`src/rtl/master_port.sv`:
```
// Initiator port for the one-bit serial bus: parallel request in, serial address/data out, serial read data in.
// Latency: REQ one cycle after dstart, then one bit per granted cycle; dvalid in the cycle after the last bit.
// Backpressure: dready low while busy; mbgrant=0 pauses shifting; svalid=0 stalls read capture.
module master_port #(
  parameter int ADDR_WIDTH = 12,
  parameter int DATA_WIDTH = 8,
  parameter int TIMEOUT    = 64
) (
  input  logic                  clk,
  input  logic                  rstn,
  input  logic                  dstart,
  input  logic                  dmode,
  input  logic [ADDR_WIDTH-1:0] daddr,
  input  logic [DATA_WIDTH-1:0] dwdata,
  output logic [DATA_WIDTH-1:0] drdata,
  output logic                  dvalid,
  output logic                  derr,
  output logic                  dready,
  output logic                  mbreq,
  input  logic                  mbgrant,
  output logic                  mwdata,
  output logic                  mmode,
  output logic                  mvalid,
  input  logic                  srdata,
  input  logic                  svalid,
  input  logic                  sready,
  input  logic                  ssplit
);

  localparam int MAXW = (ADDR_WIDTH > DATA_WIDTH) ? ADDR_WIDTH : DATA_WIDTH;
  localparam int CW   = $clog2(MAXW + 1);
  localparam int TW   = $clog2(TIMEOUT);
  localparam logic [CW-1:0] A_LAST = CW'(ADDR_WIDTH - 1);
  localparam logic [CW-1:0] D_LAST = CW'(DATA_WIDTH - 1);
  localparam logic [TW-1:0] T_LAST = TW'(TIMEOUT - 1);

  typedef enum logic [2:0] {
    S_IDLE, S_REQ, S_ADDR, S_WDATA, S_RWAIT, S_RDATA, S_SPLIT, S_DONE
  } state_t;

  state_t                state_q, state_d;
  logic [CW-1:0]         cnt_q, cnt_d;
  logic [TW-1:0]         tcnt_q, tcnt_d;
  logic [ADDR_WIDTH-1:0] addr_q, addr_d;    // shifts right as bits go out
  logic [DATA_WIDTH-1:0] wdata_q, wdata_d;  // shifts right as bits go out
  logic [DATA_WIDTH-1:0] rdata_q, rdata_d;  // fills from the MSB so bit 0 ends up first
  logic                  mode_q, mode_d;
  logic                  err_q, err_d;
  logic [DATA_WIDTH-1:0] drdata_q, drdata_d;
  logic                  dvalid_q, dvalid_d, derr_q, derr_d, dready_q, dready_d;
  logic                  mbreq_q, mbreq_d, mwdata_q, mwdata_d, mmode_q, mmode_d, mvalid_q, mvalid_d;

  // Next-state, datapath and registered-output decode; outputs look ahead at state_d.
  always_comb begin
    state_d  = state_q;
    cnt_d    = cnt_q;
    tcnt_d   = tcnt_q;
    addr_d   = addr_q;
    wdata_d  = wdata_q;
    rdata_d  = rdata_q;
    mode_d   = mode_q;
    err_d    = err_q;
    drdata_d = drdata_q;
    dvalid_d = 1'b0;
    derr_d   = 1'b0;
    mvalid_d = 1'b0;
    mwdata_d = 1'b0;

    case (state_q)
      S_IDLE: begin
        cnt_d  = '0;
        tcnt_d = '0;
        err_d  = 1'b0;
        if (dstart) begin
          addr_d  = daddr;
          wdata_d = dwdata;
          mode_d  = dmode;
          state_d = S_REQ;
        end
      end
      S_REQ: begin
        if (mbgrant && sready) state_d = S_ADDR;
      end
      S_ADDR: begin
        if (mbgrant) begin
          mvalid_d = 1'b1;
          mwdata_d = addr_q[0];
          addr_d   = addr_q >> 1;
          if (cnt_q == A_LAST) begin
            cnt_d   = '0;
            tcnt_d  = '0;
            state_d = mode_q ? S_WDATA : S_RWAIT;
          end else begin
            cnt_d = cnt_q + 1'b1;
          end
        end
      end
      S_WDATA: begin
        if (mbgrant) begin
          mvalid_d = 1'b1;
          mwdata_d = wdata_q[0];
          wdata_d  = wdata_q >> 1;
          if (cnt_q == D_LAST) begin
            cnt_d   = '0;
            state_d = S_DONE;
          end else begin
            cnt_d = cnt_q + 1'b1;
          end
        end
      end
      S_RWAIT: begin
        tcnt_d = tcnt_q + 1'b1;
        if (svalid) begin
          rdata_d = {srdata, rdata_q[DATA_WIDTH-1:1]};
          cnt_d   = CW'(1);
          state_d = (DATA_WIDTH == 1) ? S_DONE : S_RDATA;
        end else if (ssplit) begin
          tcnt_d  = '0;
          state_d = S_SPLIT;
        end else if (tcnt_q == T_LAST) begin
          err_d   = 1'b1;
          state_d = S_DONE;
        end
      end
      S_SPLIT: begin
        if (svalid) begin
          rdata_d = {srdata, rdata_q[DATA_WIDTH-1:1]};
          cnt_d   = CW'(1);
          state_d = (DATA_WIDTH == 1) ? S_DONE : S_RDATA;
        end
      end
      S_RDATA: begin
        if (svalid) begin
          rdata_d = {srdata, rdata_q[DATA_WIDTH-1:1]};
          if (cnt_q == D_LAST) begin
            cnt_d   = '0;
            state_d = S_DONE;
          end else begin
            cnt_d = cnt_q + 1'b1;
          end
        end
      end
      S_DONE: begin
        state_d = S_IDLE;
      end
      default: state_d = S_IDLE;
    endcase

    // Completion is flagged on entry so dvalid is visible during the DONE cycle.
    if (state_d == S_DONE && state_q != S_DONE) begin
      dvalid_d = 1'b1;
      derr_d   = err_d;
      drdata_d = (err_d || mode_q) ? '0 : rdata_d;
    end

    mbreq_d  = (state_d == S_REQ) || (state_d == S_ADDR) || (state_d == S_WDATA) || (state_d == S_RWAIT);
    // Mode stays up while the final shifted bit is still on the wire.
    mmode_d  = ((state_d == S_ADDR) || (state_d == S_WDATA) || mvalid_d) ? mode_d : 1'b0;
    dready_d = (state_d == S_IDLE);
  end

  // State and output registers with synchronous active-low reset.
  always_ff @(posedge clk) begin
    if (!rstn) begin
      state_q  <= S_IDLE;
      cnt_q    <= '0;
      tcnt_q   <= '0;
      addr_q   <= '0;
      wdata_q  <= '0;
      rdata_q  <= '0;
      mode_q   <= 1'b0;
      err_q    <= 1'b0;
      drdata_q <= '0;
      dvalid_q <= 1'b0;
      derr_q   <= 1'b0;
      dready_q <= 1'b1;
      mbreq_q  <= 1'b0;
      mwdata_q <= 1'b0;
      mmode_q  <= 1'b0;
      mvalid_q <= 1'b0;
    end else begin
      state_q  <= state_d;
      cnt_q    <= cnt_d;
      tcnt_q   <= tcnt_d;
      addr_q   <= addr_d;
      wdata_q  <= wdata_d;
      rdata_q  <= rdata_d;
      mode_q   <= mode_d;
      err_q    <= err_d;
      drdata_q <= drdata_d;
      dvalid_q <= dvalid_d;
      derr_q   <= derr_d;
      dready_q <= dready_d;
      mbreq_q  <= mbreq_d;
      mwdata_q <= mwdata_d;
      mmode_q  <= mmode_d;
      mvalid_q <= mvalid_d;
    end
  end

  assign drdata = drdata_q;
  assign dvalid = dvalid_q;
  assign derr   = derr_q;
  assign dready = dready_q;
  assign mbreq  = mbreq_q;
  assign mwdata = mwdata_q;
  assign mmode  = mmode_q;
  assign mvalid = mvalid_q;

endmodule
```
`config.mk`:
```
export PLATFORM = sky130hd
export DESIGN_NAME = master_port
export DESIGN_NICKNAME = d
export VERILOG_FILES = /design/src/rtl/master_port.sv
export SDC_FILE = /design/constraint.sdc
export NUM_CORES = 1
export LEC_CHECK = 0
export ABC_AREA = 1
export ABC_CLOCK_PERIOD_IN_PS = 3100
export CORE_AREA = 3 3 74 76
export CTS_CLUSTER_DIAMETER = 150
export DETAILED_ROUTE_END_ITERATION = 10
export DIE_AREA = 0 0 77 79
export PLACE_DENSITY_LB_ADDON = 0.25
export REMOVE_ABC_BUFFERS = 1
export SETUP_SLACK_MARGIN = 0.3
export SYNTH_ARGS = -nofsm -noshare
export SYNTH_HDL_FRONTEND = slang
export SYNTH_SLANG_ARGS = --single-unit
```
`constraint.sdc`:
```
create_clock -name clk -period 3.1 [get_ports clk]
set_clock_uncertainty 0.1 [all_clocks]
set_input_delay 0.93 -clock clk [delete_from_list [all_inputs] [get_ports clk]]
set_output_delay 0.93 -clock clk [all_outputs]
set_load 0.005 [all_outputs]
```
Word level (Yosys, flattened, before mapping)
Index checks and enable logic that the tools add are counted.

word-level totals
  bits of input ports = 29
  register bits after elaboration = 58

operators by class
  equal/unequal tests = 22
  muxes and demuxes = 46
  reductions and logical operators = 23
  $add $sub $neg = 2

operators by type and width
  operator             number
  $mux 8               5
  $mux 3               12
  $mux 12              2
  $mux 4               6
  $mux 6               4
  $pmux 12 s2          1
  $pmux 3 s8           1
  $pmux 4 s5           1
  $eq 3x3->1 const B   6
  $pmux 6 s3           1
  $pmux 8 s2           1
  $eq 3x2->1 const B   4
  $mux 1               10
  $ne 2x2->1 const B   5
  $reduce_and 3->1     3
  $add 6x1->6 const B  1
  $eq 3x1->1 const B   2
  $eq 6x6->1 const B   1
  $logic_not 3->1      2
  $logic_or 1x1->1     6
  $reduce_and 5->1     1
  $reduce_bool 5->1    1
  $add 4x1->4 const B  1
  $eq 4x3->1 const B   1
  10 further kinds     15

Depth between registers and ports, before layout
  depth in word-level cells = 9
  mapped depth = 13
  gate-level depth less buffers = 12

Worst setup path after synthesis
Ideal clock, no wire load.

  path kind = input -> register
  from = input port sready
  to = register drdata_q[0], in the netlist drdata[0]
  arrival = 1723 ps
  buffers on the path = 1
  slack = 1209 ps
  cell stages on the path = 9
  path through = nand2_1 > o21ai_1 > nand3_1 > nor2_1 > nand3_2 > nand3_4 > buf_6 > nand3_1 > o21ai_1

between the ends
  longest elaborated chain between the ends = 5

ends and longest elaborated chain
  what                  line  text
  start, declared       26    input logic sready,
  $logic_and 1x1->1     82    if (mbgrant && sready) state_d = S_ADDR;
  $mux 3                82
  $pmux 3 s8            69    case (state_q)
  $eq 3x3->1            150   if (state_d == S_DONE && state_q != S_DONE) begin
  $logic_and 1x1->1     150
  end signal, assigned  190   drdata_q <= drdata_d;
  end, declared         49    logic [DATA_WIDTH-1:0] drdata_q, drdata_d;

No other way between the ends.
A chain may end at the register's enable or synchronous reset.

Final worst setup path
  from = input port svalid
  to = register drdata_q[6], in the netlist drdata[6]

between the ends
  longest elaborated chain between the ends = 4

ends and longest elaborated chain
  what                                            line      text
  start, declared                                 25        input logic svalid,
  $mux 3 (tied with other cells)                  133       if (svalid) begin
  $pmux 3 s8 or $pmux 1 s2 (tied branches)        69
  $eq 3x3->1 or $logic_or 1x1->1 (tied branches)  150, 153
  $logic_and 1x1->1 or $mux 8 (tied branches)     150, 153

Several ways; a longest one is shown, not always the timed one.

==> metrics.txt <==
Data required, critical path 3.26 ns; final instance area 3420 sq um; Clock Sinks 58; total gr overflow 0; post-CTS setup buffer count 0; first-pass GRT wire length 10700 microns; nets 455; critical-path cell list clkdlybuf4s50_1 > nor2_1 > nand3_1 > nand2_1 > nand2_1 > nand2_1 > or2_2 > o21ai_1; PwrDens 523 nW/um^2; Root Buffer clkbuf_8; Total Routed Length 6250 microns; CTS tree yes; largest net degree at the start of global routing 36; IR drop worst, VDD 0.374 mV; final period utilization 75.6%; Max Clock Freq 0.427 GHz; Overall Power 1.79 mW; crit path DAT 2.50 ns; DRC viols 0; Hold EP rdata_q[0]; Rows 25; Setup TNS Final 0 ns; post-cts resize count 0; Critical Path Start Type primary input; cells after synthesis 383; Hold Vio Cnt, Final 0; CP endpoint kind register; DR WL/cell 12.6 microns; Detailed Place HPWL 4450 microns; post-synthesis cell area 2770 sq um; CP Max Fanout 7; minimum clock period 2.34 ns; Via Count 2559; CP top delay family simple AND/OR/NAND/NOR gates; Placer Congestion 0.955; RSZ-0062 raised after global routing no; Core Box Area 4790 sq um; hold depth 2; Slew HR 63.4%; Final setup viols 0; initial core utilization 57.9%; status completed; fin. max-slew vios 0; post-synth top area share 41.9%; area growth from synthesis to layout 23.5%; Buffers on Ports 43; GRT Total Usage 22.0%; Net Sw Power 430 uW; Worst-path clk slew 0.07 ns; Setup CP Type in -> reg; Slowest cell on crit path clkdlybuf4s50_1; post-synthesis sequential area ratio 41.9%; reg2reg end addr_q[5]; Synth area leaders dfxtp_1 (42%), nand2_1 (13%), nor2_1 (7.2%); crit path buf inv count 1; Yosys top cell by area dfxtp_1; Die Width 77 microns; vias per cell 5.16; most used cell along the critical path nand2_1; post-route ant nets 0; IO Pins 44; DIE HEIGHT 79 microns; Yosys reg bits 58; Int Power 1.36 mW; register share of total power 45.0%; Clk pwr share 44.1%; reg2reg start state_q[1]; vias in the first global route 2418; Leak Pwr 1.43 nW; dpl cells 480; clk_lat worst skew 0.33 ns; TritonCTS Buffers 9; Hold Crit Start rdata_q[0]; dpl cell area 3190 sq um; post-synthesis cell type count 35; Combinational Power Share 10.9%; initial antenna violation count 0; First-pass DRT Iterations 4; Critical Path Max Stage Delay 0.61 ns; Hold Path Class reg -> reg; Longest Clk Path Bufs 2; FF-to-FF path depth 7; Finished Layout Cells 496; initial DRC count 127; Inserted Diodes 0; flop2flop setup slack 1.08 ns; Fill cells 404; cts hold-fix bufs 0; DIE AREA 6080 sq um; layout cells sized above 1 12.6%; Mean Syn Cell Area 7.24 sq um; YS warnings 0; htree depth 3; switching share of total power 24.0%; Max Cap Viol 0; worst-margin pin slew 0.548 ns
## flip-flops by register name, indices dropped and copies added (netlist names), 3 cells and up
signal / cells
addr_q: 12
drdata: 8
rdata_q: 8
wdata_q: 8
tcnt_q: 6
cnt_q: 4
state_q: 3
## per-stage QoR
step | hold WS (ns) | worst slack, ns | utilization, %
2_1_floorplan | 0.324 | 1.23 | -
3_3_place_gp | 0.338 | 0.460 | 66.7
3_5_place_dp | 0.347 | 0.421 | 66.7
4_1_cts | 0.358 | 0.766 | 71.5
5_1_grt | 0.387 | 0.583 | 71.5
6_report | 0.355 | 0.757 | 71.5
## cell usage after synthesis, drive strengths merged
cell type  instances
dfxtp             58
nor2              58
o21bai             1
a31oi             18
nand3             16
o21ai             39
o211ai             1
a21oi             14
nand2            104
inv               40
nor3b              1
a211oi             2
o21a               1
or2                5
xor2               1
clkbuf             6
ha                 2
buf                9
nor3               2
nand4              5
## layout by cell type, fill, tap and decap left out, types with 2 or more instances in the layout
master,Yosys,final
inv_4,4,4
bufinv_16,0,2
nand4_1,5,5
dfxtp_1,58,58
clkbuf_8,0,11
nand2_1,96,96
o21ai_0,24,24
nor2_4,4,4
ha_1,2,2
inv_1,30,30
inv_2,6,6
o21ai_1,14,14
a31oi_1,18,18
nor2_1,53,53
a21oi_1,13,13
nand3_1,11,11
nand3_2,4,4
buf_4,1,2
nand2_2,6,6
a211oi_1,2,2
or2_2,5,5
nand2_4,2,2
clkdlybuf4s50_1,0,43
## power by group through the flow
stage	registers, mW	clock network, mW	logic (mW)
after floorplan	0.817	0	0.114
after global placement	0.822	0	0.190
after CTS	0.806	0.801	0.196
final	0.807	0.790	0.195
after global routing	0.810	0.826	0.219
after detailed placement	0.822	0	0.195
## worst max path at each step
stage             from   endpoint  slack [ns]  cells past startpoint
6_report        svalid  drdata[6]        0.76                      8
5_1_grt         svalid  drdata[6]        0.58                      8
4_1_cts         svalid  drdata[5]        0.77                      9
3_5_place_dp    svalid  drdata[5]        0.42                      9
3_3_place_gp   mbgrant      mbreq        0.46                     10
2_1_floorplan   sready  drdata[1]        1.23                      9
## cell type report
cell class / instances / area, sq um / share of cell area [%]
clock inverter: 4 / 73.8 / 2.16
sequential: 58 / 1160 / 33.9
multi-input combinational: 270 / 1340 / 39.3
clock buffer: 12 / 155 / 4.53
inverter: 40 / 160 / 4.68
timing repair buffer: 45 / 445 / 13.0
tap: 67 / 83.8 / 2.45
## cell families after synthesis
logic type,synth area share [%]
compound gates,15.9
xor+xnor,0.316
fa+ha+maj,0.903
buf+inv,9.62
flops,41.9
simple gates,31.3
## metal layers
metal	global-route usage, %	routed length (microns)	up-vias
li1	-	-	1322
met1	26.7	2870	1166
met2	37.4	3020	66
met3	3.74	294	5
met4	11.4	65	0
met5	0	0	-
## worst min-delay path: cells and delay by family, from the launching register on
kind | cells | cell delay [ns]
compound gates | 1 | 0.06
flops | 1 | 0.30
buf+inv | 1 | 0.05
No activity file was read; power rests on OpenSTA's default activity.
